### src/rtl/flit_injector.sv
// flit_injector: packs PE collective requests into child-annotated flits,
// queues them and pulses them onto four gap-paced router inject ports.
// Ports: clk/rst (sync, active-high); req_* request handshake + fields;
//   inject_{xpos,ypos,xneg,yneg} one-cycle flit pulses (0 = idle);
//   pending = FIFO occupancy; sent_count = flits launched (mod 2^16).
// Optional: INJECT_DIR_AUTO_EN selects the port by dimension order
//   instead of req_dir.
module flit_injector #(
  parameter int cur_x = 0,
  parameter int cur_y = 0,
  parameter int cur_z = 0,
  parameter int lg_numprocs = 2,
  parameter int PayloadWidth = 32,
  parameter int FifoDepth = 8,
  parameter int InjectGap = 4,
  localparam int FlitChildWidth = PayloadWidth + 50 + lg_numprocs,
  localparam int PtrW = $clog2(FifoDepth)
) (
  input  logic                      clk,
  input  logic                      rst,
  input  logic                      req_valid,
  output logic                      req_ready,
  input  logic [PayloadWidth-1:0]   req_payload,
  input  logic [3:0]                req_op,
  input  logic [1:0]                req_alg,
  input  logic [7:0]                req_tag,
  input  logic [7:0]                req_ctx,
  input  logic [8:0]                req_rank,
  input  logic [8:0]                req_dst,
  input  logic [1:0]                req_dir,
  input  logic [lg_numprocs-1:0]    req_children,
  output logic [FlitChildWidth-1:0] inject_xpos,
  output logic [FlitChildWidth-1:0] inject_ypos,
  output logic [FlitChildWidth-1:0] inject_xneg,
  output logic [FlitChildWidth-1:0] inject_yneg,
  output logic [PtrW:0]             pending,
  output logic [15:0]               sent_count
);

  localparam int GapW = (InjectGap > 1) ? $clog2(InjectGap) : 1;
  localparam logic [GapW-1:0] GapLoad = GapW'(InjectGap - 1);
  localparam logic [GapW-1:0] GapOne = GapW'(1);
  localparam logic [PtrW:0] PtrOne = (PtrW+1)'(1);
  localparam logic [2:0] SrcX = 3'(cur_x);
  localparam logic [2:0] SrcY = 3'(cur_y);
  localparam logic [2:0] SrcZ = 3'(cur_z);

  logic [FlitChildWidth-1:0] req_flit;
  logic [1:0]                req_port;
  logic [FlitChildWidth-1:0] fifo_flit [FifoDepth];
  logic [1:0]                fifo_port [FifoDepth];
  logic [PtrW:0]             wr_ptr;
  logic [PtrW:0]             rd_ptr;
  logic                      full;
  logic                      empty;
  logic                      enq;
  logic                      launch;
  logic [1:0]                head_port;
  logic [FlitChildWidth-1:0] head_flit;
  logic [GapW-1:0]           gap [4];
  logic [FlitChildWidth-1:0] inj [4];

  assign req_flit = {req_children, 1'b1, req_dst,
                     SrcZ, SrcY, SrcX,
                     req_rank, req_ctx, req_tag,
                     req_alg, req_op, req_payload};

`ifdef INJECT_DIR_AUTO_EN
  logic [2:0] dst_x;
  logic [2:0] dst_y;
  logic       unused_dir;

  assign dst_x = req_dst[2:0];
  assign dst_y = req_dst[5:3];
  assign unused_dir = ^req_dir;

  // X first, then Y; a packet already at its X/Y goes out xpos.
  always_comb begin
    req_port = 2'd0;
    unique case (1'b1)
      (dst_x != SrcX):
        req_port = (dst_x > SrcX) ? 2'd0 : 2'd2;
      (dst_x == SrcX) && (dst_y != SrcY):
        req_port = (dst_y > SrcY) ? 2'd1 : 2'd3;
      default:
        req_port = 2'd0;
    endcase
  end
`else
  assign req_port = req_dir;
`endif

  // Extra pointer bit separates full from empty.
  assign empty = (wr_ptr == rd_ptr);
  assign full = (wr_ptr[PtrW] != rd_ptr[PtrW]) &&
                (wr_ptr[PtrW-1:0] == rd_ptr[PtrW-1:0]);
  assign req_ready = !full;
  assign enq = req_valid && !full && !rst;
  assign pending = wr_ptr - rd_ptr;

  assign head_port = fifo_port[rd_ptr[PtrW-1:0]];
  assign head_flit = fifo_flit[rd_ptr[PtrW-1:0]];
  assign launch = !empty && (gap[head_port] == '0) && !rst;

  always_ff @(posedge clk) begin
    if (enq) begin
      fifo_flit[wr_ptr[PtrW-1:0]] <= req_flit;
      fifo_port[wr_ptr[PtrW-1:0]] <= req_port;
    end
  end

  always_ff @(posedge clk) begin
    if (rst) begin
      wr_ptr <= '0;
      rd_ptr <= '0;
      sent_count <= '0;
      for (int i = 0; i < 4; i++) begin
        gap[i] <= '0;
        inj[i] <= '0;
      end
    end else begin
      if (enq) wr_ptr <= wr_ptr + PtrOne;
      if (launch) begin
        rd_ptr <= rd_ptr + PtrOne;
        sent_count <= sent_count + 16'd1;
      end
      for (int i = 0; i < 4; i++) begin
        if (launch && (head_port == 2'(i))) begin
          gap[i] <= GapLoad;
          inj[i] <= head_flit;
        end else begin
          inj[i] <= '0;
          if (gap[i] != '0) gap[i] <= gap[i] - GapOne;
        end
      end
    end
  end

  assign inject_xpos = inj[0];
  assign inject_ypos = inj[1];
  assign inject_xneg = inj[2];
  assign inject_yneg = inj[3];

endmodule
### config.mk
export PLATFORM = sky130hd
export DESIGN_NAME = flit_injector
export DESIGN_NICKNAME = d
export VERILOG_FILES = /design/src/rtl/flit_injector.sv
export SDC_FILE = /design/constraint.sdc
export NUM_CORES = 1
export LEC_CHECK = 0
export BUFFER_PORTS_ARGS = -buffer_cell sky130_fd_sc_hd__buf_2
export CORE_MARGIN = 5
export CORE_UTILIZATION = 39
export DETAILED_ROUTE_END_ITERATION = 10
export PLACE_DENSITY = 0.56
export SETUP_SLACK_MARGIN = 0.15
export SYNTH_ARGS = -nofsm -noshare
export SYNTH_HDL_FRONTEND = slang
export SYNTH_SLANG_ARGS = --single-unit
### constraint.sdc
create_clock -name clk -period 9.7 [get_ports clk]
set_input_delay 0.485 -clock clk [delete_from_list [all_inputs] [get_ports clk]]
set_output_delay 0.485 -clock clk [all_outputs]
set_load 0.05 [all_outputs]
Yosys cells after proc, flatten, opt, wreduce, memory -nomap -nowiden
Memories as Yosys holds them, arrays and structs flattened. A register that Yosys moved wholly into a read port is not among the register bits.
Cells that the tools add are included.
{"block": "totals", "mem_count": 4, "out_inout_bits": 357, "inputBits": 79, "wordCells": 119, "mem_bits_rw": 952, "register_bits": 24}
{"memory": "fifo_flit", "words": 8, "width": 74, "read_ports": 1, "rd_ports_with_merged_regs": 1, "write_ports": 1, "line_no": "50", "source": "logic [FlitChildWidth-1:0] fifo_flit [FifoDepth];"}
{"memory": "inj", "words": 4, "width": 84, "read_ports": 4, "rd_ports_with_merged_regs": 0, "write_ports": 4, "line_no": "61", "source": "logic [FlitChildWidth-1:0] inj [4];"}
{"memory": "fifo_port", "words": 8, "width": 2, "read_ports": 1, "rd_ports_with_merged_regs": 1, "write_ports": 1, "line_no": "51", "source": "logic [1:0] fifo_port [FifoDepth];"}
{"memory": "gap", "words": 4, "width": 2, "read_ports": 5, "rd_ports_with_merged_regs": 0, "write_ports": 4, "line_no": "60", "source": "logic [GapW-1:0] gap [4];"}
{"block": "classes", "n_mux": 64, "n_reduce_logical": 18, "addsub": 8, "eq_ne": 6, "bitwise_logic": 16}
{"cell": "84-bit two-way mux", "count": 8}
{"cell": "1-bit two-way mux", "count": 44}
{"cell": "16-bit by 1-bit adder with 16-bit output (second input constant)", "count": 1}
{"cell": "2-bit two-way mux", "count": 8}
{"cell": "1-bit bitwise OR", "count": 16}
{"cell": "3-bit two-way mux", "count": 4}
{"cell": "1-bit logical AND", "count": 9}
{"cell": "4-bit by 1-bit adder with 4-bit output (second input constant)", "count": 2}
{"cell": "2-bit nonzero test", "count": 4}
{"cell": "2-bit by 1-bit subtractor with 2-bit output (second input constant)", "count": 4}
{"cell": "2-bit equality test (second input constant)", "count": 2}
{"cell": "4-bit equality test", "count": 1}
{"cell": "2-bit zero test", "count": 2}
{"cell": "4-bit subtractor", "count": 1}
{"cell": "3-bit equality test", "count": 1}
{"cell": "1-bit zero test", "count": 3}
{"cell": "2-bit by 1-bit equality test with 1-bit output (second input constant)", "count": 1}
{"cell": "1-bit != test", "count": 1}

Depth between registers and ports, before layout
{"block": "depth", "ltp_word": 10, "ltp_mapped": 11, "mapped_depth_nobuf": 8}

Least setup slack after synthesis
No wires, ideal clock.
{"block": "synth_timing", "path_kind": "flip-flop to flip-flop", "from": "register rd_ptr[1]", "to": "memory fifo_flit[0][0] in the netlist's numbering (enable)", "setup_time_ps": 603, "t_arrival_ps": 6536, "setup_slack_ps": 2560, "stages_incl_launch_ff": 7, "synth_period_minus_slack_ps": 7140, "t_required_ps": 9097, "cell_sequence": "dfxtp_1 inv_1 ha_1 nand3_1 o21ai_0 or3_1 nor3_1"}
{"block": "synth_between", "elab_chain_cells": 7}
{"item": "start, declared", "line_no": "53", "source": "logic [PtrW:0] rd_ptr;"}
{"item": "start signal, assigned", "line_no": "124", "source": "rd_ptr <= rd_ptr + PtrOne;"}
{"item": "3-bit equality test", "line_no": "96", "source": "(wr_ptr[PtrW-1:0] == rd_ptr[PtrW-1:0]);"}
{"item": "1-bit logical AND", "line_no": "95", "source": "assign full = (wr_ptr[PtrW] != rd_ptr[PtrW]) &&"}
{"item": "1-bit zero test", "line_no": "98", "source": "assign enq = req_valid && !full && !rst;"}
{"item": "1-bit logical AND (2 in series)", "line_no": "98"}
{"item": "1-bit two-way mux", "line_no": "106", "source": "if (enq) begin"}
{"item": "1-bit two-way mux (not written as such)", "line_no": "107", "source": "fifo_flit[wr_ptr[PtrW-1:0]] <= req_flit;"}
{"item": "end, declared", "line_no": "50"}
Every way passes these cells.

==> results by group <==
Status
  • Outcome: finished clean

Timing
  • Final Cycle Share: 0.442
  • F_max: between 200 and 250 MHz
  • Setup Skew: slightly above 0.03 ns
  • Final setup TNS: 0 ns
  • Max Slew Vio Count: 0
  • RSZ-0062 raised after global routing: no
  • Worst slew margin relative to its limit: 0.200
  • Setup violations, final: 0
  • Hold Fails Final Rpt: 0
  • Final period demand of the worst path: around 4.3 ns
  • Slew @ Worst Pin: 1.17 ns

Power
  • Pleak: ~15 nW
  • Peak VDD IR: 0.168 mV
  • Pwr Density: 231 nW/um^2

Placed design
  • DP Cell Count: between 3000 and 4000
  • DP Wirelength: approximately 47 mm
  • Routability cong.: 0.734
  • I/O Buffers: 399

Floorplanning
  • Row count: between 100 and 150
  • Die ar.: around 96000 sq um
  • Die Y: approximately 310 um
  • Initial Util: 0.391
  • Core Region: between 80000 and 90000 sq um
  • Ports: around 440
  • Die Wd: just over 300 um

Clock network
  • Root buf cell: clkbuf_16
  • Setup Buffers After CTS: 0
  • Num CTS Buffers: 100
  • Clock Path Buffers: 3
  • Cts repair resizes: 0
  • CTS clk-pin slew, worst paths: about 0.07 ns
  • # H-tree levels: 3
  • Clock Latency Late Sink: around 0.66 ns
  • CTS Hold Bufs: 0
  • Sink Count: roughly 940
  • CTS tree: built

Detailed routing
  • Vias per cell: between 4 and 5
  • Drt pass-1 iters: 8
  • Total wire length: 79.4 mm
  • Routed vias: between 15000 and 20000
  • Drt drc: 0
  • DRT iter0 DRCs: ~890
  • WL per Instance: 21.1 um
  • Routed Antenna Nets: 0

Cells and area
  • Layout cells sized above 1: 0.286
  • FILL cells: between 7000 and 8000
  • Area Growth Syn to Fin: 22.0%
  • Fin cells: between 3000 and 4000
  • # nets final: ~2600

Global routing
  • All-Layer GR Usage: 0.164
  • Largest net degree at the start of global routing: between 90 and 100
  • First-pass GRT wire length: 117 mm
  • Initial antenna violation count: 27
  • Vias in the first global route: approximately 19000
  • GRT overflow: 0

Yosys
  • Synthesis Warnings: 0
  • Top FF cell, synth: edfxtp_1
  • Top cells by area, synth: edfxtp_1 (79%), mux4_2 (9.7%), nor2_1 (3.4%)
  • Post-synth top cells: edfxtp_1 (916), nor2_1 (314), mux4_2 (151)
  • Most common cell in the synthesized netlist: edfxtp_1
  • EDFF count, synth: 916
  • Sequential element share of the synthesized area: 0.801
  • Cell count after synthesis: 1760
  • Post-synth top area cell: edfxtp_1
  • Number of synthesized register bits: between 900 and 1000
  • Asr flop ratio synth: 0
  • Synth Cell Area: approximately 35000 sq um
  • Synth top area share: 0.785
  • Yosys cell types: 39
  • Synthesized area per cell: 19.9 sq um

Critical path
  • Crit path buf inv count: 2
  • CP Launch Type: flop
  • CP Capture Type: flop
  • WP data arrival: around 4.6 ns
  • CP max stage delay: roughly 0.87 ns
  • Crit-path max FO: 60
  • CP Cell Sequence: buf_4, mux4_2, mux2_2, nand4_1, buf_4, nor2_1
  • Most used cell, CP: buf_4
  • Worst Path Required: ~10 ns
  • Top delay family on crit path: buffers and inverters
  • Slowest CP cell: buf_4
  • Critical path class: reg -> reg

Run
  • Max-cap violations: 0

Hold path
  • Hold Path Class: in -> reg
[cell usage in the layout, fill, tap and decap left out, types with 13 or more instances in the layout]
cell type	instances
clkinv_1	23
clkbuf_16	101
nand3_1	13
inv_1	23
buf_2	399
clkinv_2	15
dfxtp_1	24
edfxtp_1	916
o31ai_1	13
mux2i_1	82
mux4_2	151
conb_1	336
a21oi_1	15
buf_4	20
nor2_1	308
clkbuf_1	13
[area by class of cell]
type	count	area [sq um]	share of cell area
Multi-Input combinational cell	1008	7590	0.178
Clock buffer	114	2580	0.0603
Antenna cell	11	27.5	0.000644
Tap cell	1176	1470	0.0344
Timing Repair Buffer	420	2170	0.0507
Inverter	23	86.3	0.00202
Sequential cell	943	28100	0.657
Clock inverter	73	761	0.0178
[worst reg2reg max path: stages (launching register included)]
cell     delay, ns
dfxtp_4       0.62
buf_4         0.82
mux4_2        0.45
mux2_2        0.30
nand4_1       0.73
buf_4         0.87
nor2_1        0.21
[final timing paths]
kind / end / startpoint / slack (ns) / cells past startpoint
max: inj[1][44]$_SDFFCE_PP0P_ / flop / 5.41 / 6
min reg2reg: sent_count[14]$_SDFFE_PP0P_ / sent_count[14]$_SDFFE_PP0P_ / 0.51 / 2
max reg2reg: inj[1][44]$_SDFFCE_PP0P_ / flop / 5.41 / 6
min: fifo_flit[3][30]$_DFFE_PP_ / req_payload[30] / 0.09 / 1
[metal layers]
layer / track usage / up-vias / share of wire
met4: 0.0447 / 14 / 0.020
met2: 0.288 / 483 / 0.51
li1: - / 8019 / -
met3: 0.0419 / 126 / 0.066
met5: 0 / - / 0.00099
met1: 0.204 / 9233 / 0.40
[power breakdown]
part | switching [mW] | internal, mW
clock | 1.58 | 2.24
combinational | 0.912 | 0.451
sequential | 0.0753 | 4.63
total | 2.57 | 7.32
[flip-flops by register name, summed over array words and instances (netlist names), named ones only]
| register | flops |
|---|---|
| fifo_port | 16 |
| rd_ptr | 4 |
| fifo_flit | 592 |
| sent_count | 16 |
| inj | 300 |
| gap | 8 |
| wr_ptr | 4 |
[per-stage QoR]
| stage | hold WS (ns) | power [mW] | instance area, sq um | setup WS [ns] | utilization |
|---|---|---|---|---|---|
| 2_1_floorplan | 0.485 | 5.83 | 36300 | 2.56 | - |
| 3_3_place_gp | 0.485 | 6.16 | 39400 | 5.44 | 0.439 |
| 3_5_place_dp | 0.497 | 6.19 | 39400 | 5.33 | 0.439 |
| 4_1_cts | 0.0346 | 10.0 | 42700 | 5.30 | 0.477 |
| 5_1_grt | 0.0624 | 10.3 | 42700 | 5.16 | 0.477 |
| 6_report | 0.0899 | 9.89 | 42700 | 5.41 | 0.477 |
[kinds of logic after synthesis]
logic type | Yosys count | share of synthesized area
muxes | 235 | 0.121
other | 2 | 0.000214
buffers and inverters | 143 | 0.0201
adders and majority gates | 11 | 0.00414
AOI/OAI and AO/OA | 45 | 0.00804
xor gates and xnor gates | 9 | 0.00225
and+or+nand+nor | 372 | 0.0432
DFF | 943 | 0.801
(Power assumes the default switching activity.)
